[src/rtl/pci_cfg_seq_pkg.sv]
// Shared types, widths and helpers for the configuration-access sequencer.
package pci_cfg_seq_pkg;

  localparam int CFG_OFFSET_W = 6;

  typedef enum logic [2:0] {
    ST_IDLE,
    ST_RD_ISSUE,
    ST_RD_WAIT,
    ST_WR_ISSUE,
    ST_RESP
  } cfg_seq_state_t;

  // Byte-lane merge: lanes with be set come from new_val, the rest keep old_val.
  function automatic logic [31:0] be_merge(input logic [31:0] old_val,
                                           input logic [31:0] new_val,
                                           input logic [3:0]  be);
    logic [31:0] res;
    res = old_val;
    for (int i = 0; i < 4; i++) begin
      if (be[i]) res[8*i +: 8] = new_val[8*i +: 8];
    end
    return res;
  endfunction

endpackage

[src/rtl/pci_rr_arb2.sv]
// Two-way round-robin arbiter. The pointer remembers the last grant; on a
// tie the other requester wins. The pointer powers up pointing at 1 so that
// requester 0 wins the first tie.
module pci_rr_arb2 (
  input  logic       clk,
  input  logic       rst,
  input  logic [1:0] req_i,
  input  logic       update_i,
  input  logic       upd_idx_i,
  output logic [1:0] gnt_o,
  output logic       gnt_idx_o
);

  logic ptr_q;

  // Last-grant pointer, written once per completed transaction.
  always_ff @(posedge clk) begin
    if (rst)           ptr_q <= 1'b1;
    else if (update_i) ptr_q <= upd_idx_i;
  end

  // Winner selection: single requester wins outright, a tie goes to !ptr.
  always_comb begin
    gnt_o     = 2'b00;
    gnt_idx_o = 1'b0;
    if (req_i == 2'b11)  gnt_idx_o = ~ptr_q;
    else if (req_i[1])   gnt_idx_o = 1'b1;
    if (req_i != 2'b00)  gnt_o = gnt_idx_o ? 2'b10 : 2'b01;
  end

endmodule

[src/rtl/pci_cfg_seq.sv]
// Configuration-access sequencer: arbitrates the bus target and MSI engine,
// waits out register-file read latency and turns partial writes into
// read-modify-write sequences.
module pci_cfg_seq
  import pci_cfg_seq_pkg::*;
#(
  parameter int CFG_RD_LAT = 1
) (
  input  logic                    clk,
  input  logic                    rst,
  input  logic                    req0_valid,
  output logic                    req0_ready,
  input  logic                    req0_write,
  input  logic [CFG_OFFSET_W-1:0] req0_offset,
  input  logic [3:0]              req0_be,
  input  logic [31:0]             req0_wdata,
  output logic                    rsp0_valid,
  output logic [31:0]             rsp0_rdata,
  input  logic                    req1_valid,
  output logic                    req1_ready,
  input  logic                    req1_write,
  input  logic [CFG_OFFSET_W-1:0] req1_offset,
  input  logic [3:0]              req1_be,
  input  logic [31:0]             req1_wdata,
  output logic                    rsp1_valid,
  output logic [31:0]             rsp1_rdata,
  output logic                    cfg_enable,
  output logic                    cfg_iswrite,
  output logic [CFG_OFFSET_W-1:0] cfg_offset,
  output logic [31:0]             cfg_write_val,
  input  logic [31:0]             cfg_read_val
);

  localparam logic [1:0] LAT_M1 = 2'(CFG_RD_LAT - 1);

  cfg_seq_state_t          state_q, state_d;
  logic                    write_q, write_d;
  logic [CFG_OFFSET_W-1:0] offset_q, offset_d;
  logic [3:0]              be_q, be_d;
  logic [31:0]             wdata_q, wdata_d;
  logic                    idx_q, idx_d;
  logic [1:0]              cnt_q, cnt_d;
  logic [31:0]             rdata_q, rdata_d;
  logic [31:0]             wval_q, wval_d;

  logic [1:0] gnt;
  logic       gnt_idx;
  logic       arb_update;
  logic       sel_write;
  logic [3:0] sel_be;
  logic       rsp_fire;

  pci_rr_arb2 u_arb (
    .clk       (clk),
    .rst       (rst),
    .req_i     ({req1_valid, req0_valid}),
    .update_i  (arb_update),
    .upd_idx_i (idx_q),
    .gnt_o     (gnt),
    .gnt_idx_o (gnt_idx)
  );

  assign sel_write = gnt_idx ? req1_write : req0_write;
  assign sel_be    = gnt_idx ? req1_be    : req0_be;

  // Next-state and latch logic for the single in-flight request.
  always_comb begin
    state_d    = state_q;
    write_d    = write_q;
    offset_d   = offset_q;
    be_d       = be_q;
    wdata_d    = wdata_q;
    idx_d      = idx_q;
    cnt_d      = cnt_q;
    rdata_d    = rdata_q;
    wval_d     = wval_q;
    arb_update = 1'b0;
    unique case (state_q)
      ST_IDLE: begin
        if (gnt != 2'b00) begin
          write_d  = sel_write;
          offset_d = gnt_idx ? req1_offset : req0_offset;
          be_d     = sel_be;
          wdata_d  = gnt_idx ? req1_wdata : req0_wdata;
          wval_d   = gnt_idx ? req1_wdata : req0_wdata;
          idx_d    = gnt_idx;
          if (!sel_write)            state_d = ST_RD_ISSUE;
          else if (sel_be == 4'hF)   state_d = ST_WR_ISSUE;
          else if (sel_be == 4'h0)   state_d = ST_RESP;
          else                       state_d = ST_RD_ISSUE;
        end
      end
      ST_RD_ISSUE: begin
        cnt_d   = LAT_M1;
        state_d = ST_RD_WAIT;
      end
      ST_RD_WAIT: begin
        if (cnt_q == 2'd0) begin
          rdata_d = cfg_read_val;
          if (write_q) begin
            wval_d  = be_merge(cfg_read_val, wdata_q, be_q);
            state_d = ST_WR_ISSUE;
          end else begin
            state_d = ST_RESP;
          end
        end else begin
          cnt_d = cnt_q - 2'd1;
        end
      end
      ST_WR_ISSUE: state_d = ST_RESP;
      ST_RESP: begin
        arb_update = 1'b1;
        state_d    = ST_IDLE;
      end
      default: state_d = ST_IDLE;
    endcase
  end

  // State and latched request registers; reset abandons any access in flight.
  always_ff @(posedge clk) begin
    if (rst) begin
      state_q  <= ST_IDLE;
      write_q  <= 1'b0;
      offset_q <= '0;
      be_q     <= 4'h0;
      wdata_q  <= 32'h0;
      idx_q    <= 1'b0;
      cnt_q    <= 2'd0;
      rdata_q  <= 32'h0;
      wval_q   <= 32'h0;
    end else begin
      state_q  <= state_d;
      write_q  <= write_d;
      offset_q <= offset_d;
      be_q     <= be_d;
      wdata_q  <= wdata_d;
      idx_q    <= idx_d;
      cnt_q    <= cnt_d;
      rdata_q  <= rdata_d;
      wval_q   <= wval_d;
    end
  end

  // Output decode; reset suppresses grants, strobes and responses at once.
  always_comb begin
    rsp_fire      = (state_q == ST_RESP) && !rst;
    req0_ready    = (state_q == ST_IDLE) && !rst && gnt[0];
    req1_ready    = (state_q == ST_IDLE) && !rst && gnt[1];
    cfg_enable    = !rst && ((state_q == ST_RD_ISSUE) || (state_q == ST_WR_ISSUE));
    cfg_iswrite   = !rst && (state_q == ST_WR_ISSUE);
    cfg_offset    = offset_q;
    cfg_write_val = wval_q;
    rsp0_valid    = rsp_fire && !idx_q;
    rsp1_valid    = rsp_fire && idx_q;
    rsp0_rdata    = (rsp_fire && !idx_q && !write_q) ? rdata_q : 32'h0;
    rsp1_rdata    = (rsp_fire && idx_q && !write_q) ? rdata_q : 32'h0;
  end

endmodule
[config.mk]
export PLATFORM = sky130hd
export DESIGN_NAME = pci_cfg_seq
export DESIGN_NICKNAME = d
export VERILOG_FILES = /design/src/rtl/pci_cfg_seq_pkg.sv /design/src/rtl/pci_rr_arb2.sv /design/src/rtl/pci_cfg_seq.sv
export SDC_FILE = /design/constraint.sdc
export NUM_CORES = 1
export LEC_CHECK = 0
export CORE_UTILIZATION = 48
export CTS_BUF_LIST = sky130_fd_sc_hd__clkbuf_8
export CTS_CLUSTER_SIZE = 10
export DETAILED_ROUTE_END_ITERATION = 8
export GPL_TIMING_DRIVEN = 0
export PLACE_DENSITY = 0.88
export SLEW_MARGIN = 0
export SYNTH_ARGS = -nofsm -noshare
export SYNTH_HDL_FRONTEND = slang
export SYNTH_SLANG_ARGS = --single-unit
[constraint.sdc]
create_clock -name clk -period 3.3 [get_ports clk]
set_input_delay 0.495 -clock clk [delete_from_list [all_inputs] [get_ports clk]]
set_output_delay 0.495 -clock clk [all_outputs]
set_load 0.005 [all_outputs]
==> impl_metrics.toml <==
[clock_tree]
clk_latency_ns = 0.45
clkSinkCount = 114
hold_buffers = 0
cts_buffers = 17
clock_path_buffers = 2
ctsRootBufferMaster = "clkbuf_8"
h-tree-depth = 4
clk_pin_slew_ns = 0.07
cts_tree = "built"

[final_layout]
syn_to_final_growth_pct = 50.6
finalNetCount = 1030
fillers = 863
antenna_cells = 0
multi_input_area_um2 = 3030
layout-drive-gt1-share = 0.0862
seqCellArea_um2 = 2280

[critical_path]
startpoint = "state_q[1]$_SDFFE_PP0P_"
path_max_fanout = 10
path_delay_family = "buffers and inverters"
critical_path_class = "flop to output pin"
reg2reg_depth = 7
cp_num_cells = 8
reg2reg_from = "cnt_q[0]$_SDFFE_PP0P_"
worst_ep_arrival_time_ns = 2.67
end_kind = "output pin"
start_kind = "flop"
cp_cell_sequence = "buf_6 -> nor2_4 -> nand3b_1 -> buf_4 -> nor3_4 -> buf_2 -> and2_1 -> clkdlybuf4s50_1"
r2r_end = "cfg_write_val[29]$_SDFFE_PP0P_"
crit_required_ns = 2.80
slowest_delay_ns = 0.56
path_buf_inv = 4
r2r_slack_ns = 1.37
cp_slowest_cell = "clkdlybuf4s50_1"

[floorplanning]
fp.dieW_um = 111
num_io_pins = 230
die_area_um2 = 12300
design.core.area_um2 = 11500
die_h_um = 111
num_rows = 39
initial_core_util = 0.495

[global_route]
grt_pass1_wl_um = 30400
grt-ovfl-total = 0
grt.total_usage = 0.316
busiest_layer = "met2"
use_met3 = 0.0755
grt_use_met1 = 0.373
grt_pass1_vias = 6008
grt_util_met2 = 0.551
antenna_found_initial = 0
grt_max_degree = 17

[flow_run]
maxCapViolCount = 0

[synthesis]
avgSynthCellArea_um2 = 8.63
yosys_most_used_dff = "dfxtp_1"
ys_seq_area_frac = 0.402
synth_warnings = 0
syn-num-nets = 781
ys_ff_latch = 114
syn_area_um2 = 5680
synth_enable_flop_cells = 0
ys_types = 46
synthCells = 658
ys_async_sr_fraction = 0

[timing]
maxSlewViolCount = 0
worst_pin_slew_ns = 0.752
fin_setup_tns_ns = 0
period_needed_ns = 3.17
finalCritPeriodShare = 0.959
setup_viol = 0
finalClockSkew_ns = 0.0101
fmax_mhz = 316
hold_viol_final = 0
slew_headroom = 0.499
holdWs_ns = 0.463
rsz0062_at_grt = "false"

[hold_path]
hold_depth = 2
hp-start = "rdata_q[23]$_SDFFE_PP0P_"
hp-class = "flop to flop"
min_to = "rdata_q[23]$_SDFFE_PP0P_"

[drt]
dr.pass1.iters = 5
wire_per_inst_um = 18.5
drt_iter0_drc = 329
drcViolationCount = 0
vias_per_cell = 5.71
via_count = 6050
wirelength_um = 19600
ant_nets = 0

[placed_design]
port_buffers = 229
gp_congestion = 0.905
hpwl_um = 14600

[run_status]
status = "complete, no violations"

[power]
power.leakage_nw = 3.34
irDropWorstVdd_uv = 304
power_density_nw_per_um2 = 577
## worst reg2reg max path: stages (launching register included)
cell and delay (ns):
dfxtp_1 0.34, inv_1 0.08, ha_1 0.31, and3_1 0.20
o21ai_1 0.08, nor2_1 0.30, buf_2 0.32, a32o_1 0.23
## per-stage QoR
| stage | worst slack (ns) | area [um2] | cells | utilization | power, W |
|---|---|---|---|---|---|
| 2_1_floorplan | 1.50 | 5680 | 658 | - | 0.00286 |
| 3_5_place_dp | 0.195 | 8150 | 1030 | 0.711 | 0.00364 |
| 6_report | 0.134 | 8550 | 1060 | 0.746 | 0.00493 |
| 4_1_cts | 0.0615 | 8530 | 1059 | 0.744 | 0.00490 |
| 5_1_grt | 0.0278 | 8550 | 1060 | 0.746 | 0.00516 |
| 3_3_place_gp | 0.185 | 8150 | 1030 | 0.711 | 0.00356 |
## sequential cells by signal, summed over array words and instances, names as in the netlist
name / count
idx_q: 1
rdata_q: 32
cfg_offset: 6
be_q: 4
wdata_q: 32
write_q: 1
cnt_q: 2
u_arb.ptr_q: 1
cfg_write_val: 32
state_q: 3
## worst max-delay path by stage
stage / to / slack [ns]
finish: rsp0_rdata[1] / 0.13
global route: rsp0_rdata[1] / 0.03
CTS: rsp0_rdata[1] / 0.06
detailed placement: req0_ready / 0.19
global placement: req0_ready / 0.19
floorplan: rsp1_rdata[22] / 1.50
## layer usage
metal / up-vias / wire length [um] / share of wire
li1: 2813 / - / -
met1: 2889 / 7670 / 0.39
met2: 311 / 9950 / 0.51
met3: 37 / 1610 / 0.082
met4: 0 / 367 / 0.019
met5: - / 0 / 0
## kinds of logic (layout without fill, tap and decap cells)
kind of cell    Yosys count  after routing  synth area share
flops                   114            114             0.402
fa+ha+maj                 1              1           0.00220
buf+inv                  65            324            0.0683
mux                      75             75             0.132
compound gates          127            127             0.168
simple gates            276            276             0.227
## where the power goes
group	total (W)	internal [W]	switching, W
clock	0.00128	0.000727	0.000552
sequential	0.00187	0.00168	0.000186
combinational	0.00179	0.000859	0.000930
## synth_stat cells, types with 2 or more instances
master / n / share of area
a211oi_1: 43 / 0.057
a21oi_1: 33 / 0.029
a22o_2: 2 / 0.0035
a22oi_1: 3 / 0.0040
a32o_1: 32 / 0.056
and2_1: 33 / 0.036
and3_1: 35 / 0.039
buf_2: 14 / 0.012
buf_4: 13 / 0.017
buf_6: 7 / 0.014
clkbuf_1: 22 / 0.015
clkbuf_2: 3 / 0.0026
dfxtp_1: 114 / 0.40
inv_1: 4 / 0.0026
mux2i_1: 75 / 0.13
nand2_1: 134 / 0.089
nand3_1: 3 / 0.0026
nor2_1: 53 / 0.035
nor2_2: 2 / 0.0022
nor2b_1: 3 / 0.0033
nor3_2: 2 / 0.0035
nor4_1: 2 / 0.0022
o21ai_0: 2 / 0.0018
o21ai_1: 2 / 0.0018
## placed cells by master (no fill, tap or decap), types with 4 or more instances in the layout
| master | count |
|---|---|
| clkdlybuf4s50_1 | 229 |
| dfxtp_1 | 114 |
| clkbuf_8 | 22 |
| a32o_1 | 32 |
| mux2i_1 | 75 |
| buf_4 | 14 |
| buf_6 | 7 |
| nand2_1 | 134 |
| clkbuf_1 | 22 |
| and2_1 | 33 |
| clkinv_2 | 4 |
| buf_2 | 14 |
| nor2_1 | 53 |
| and3_1 | 35 |
| a21oi_1 | 33 |
| inv_1 | 6 |
| a211oi_1 | 43 |
## layout make-up
class / instances / share of cell area
buffer: 61 / 0.0436
clock buffer: 21 / 0.0338
clock inverter: 8 / 0.0102
inverter: 4 / 0.00176
multi-input combinational: 479 / 0.354
sequential: 114 / 0.267
tap: 143 / 0.0209
timing repair buffer: 230 / 0.269
## repair_timing
item / CTS / global route
setup endpoints to repair: 0 / 44
setup buffers: 0 / 1
gates resized for setup: 0 / 3
Note: power is estimated with default switching activity, not from simulation.
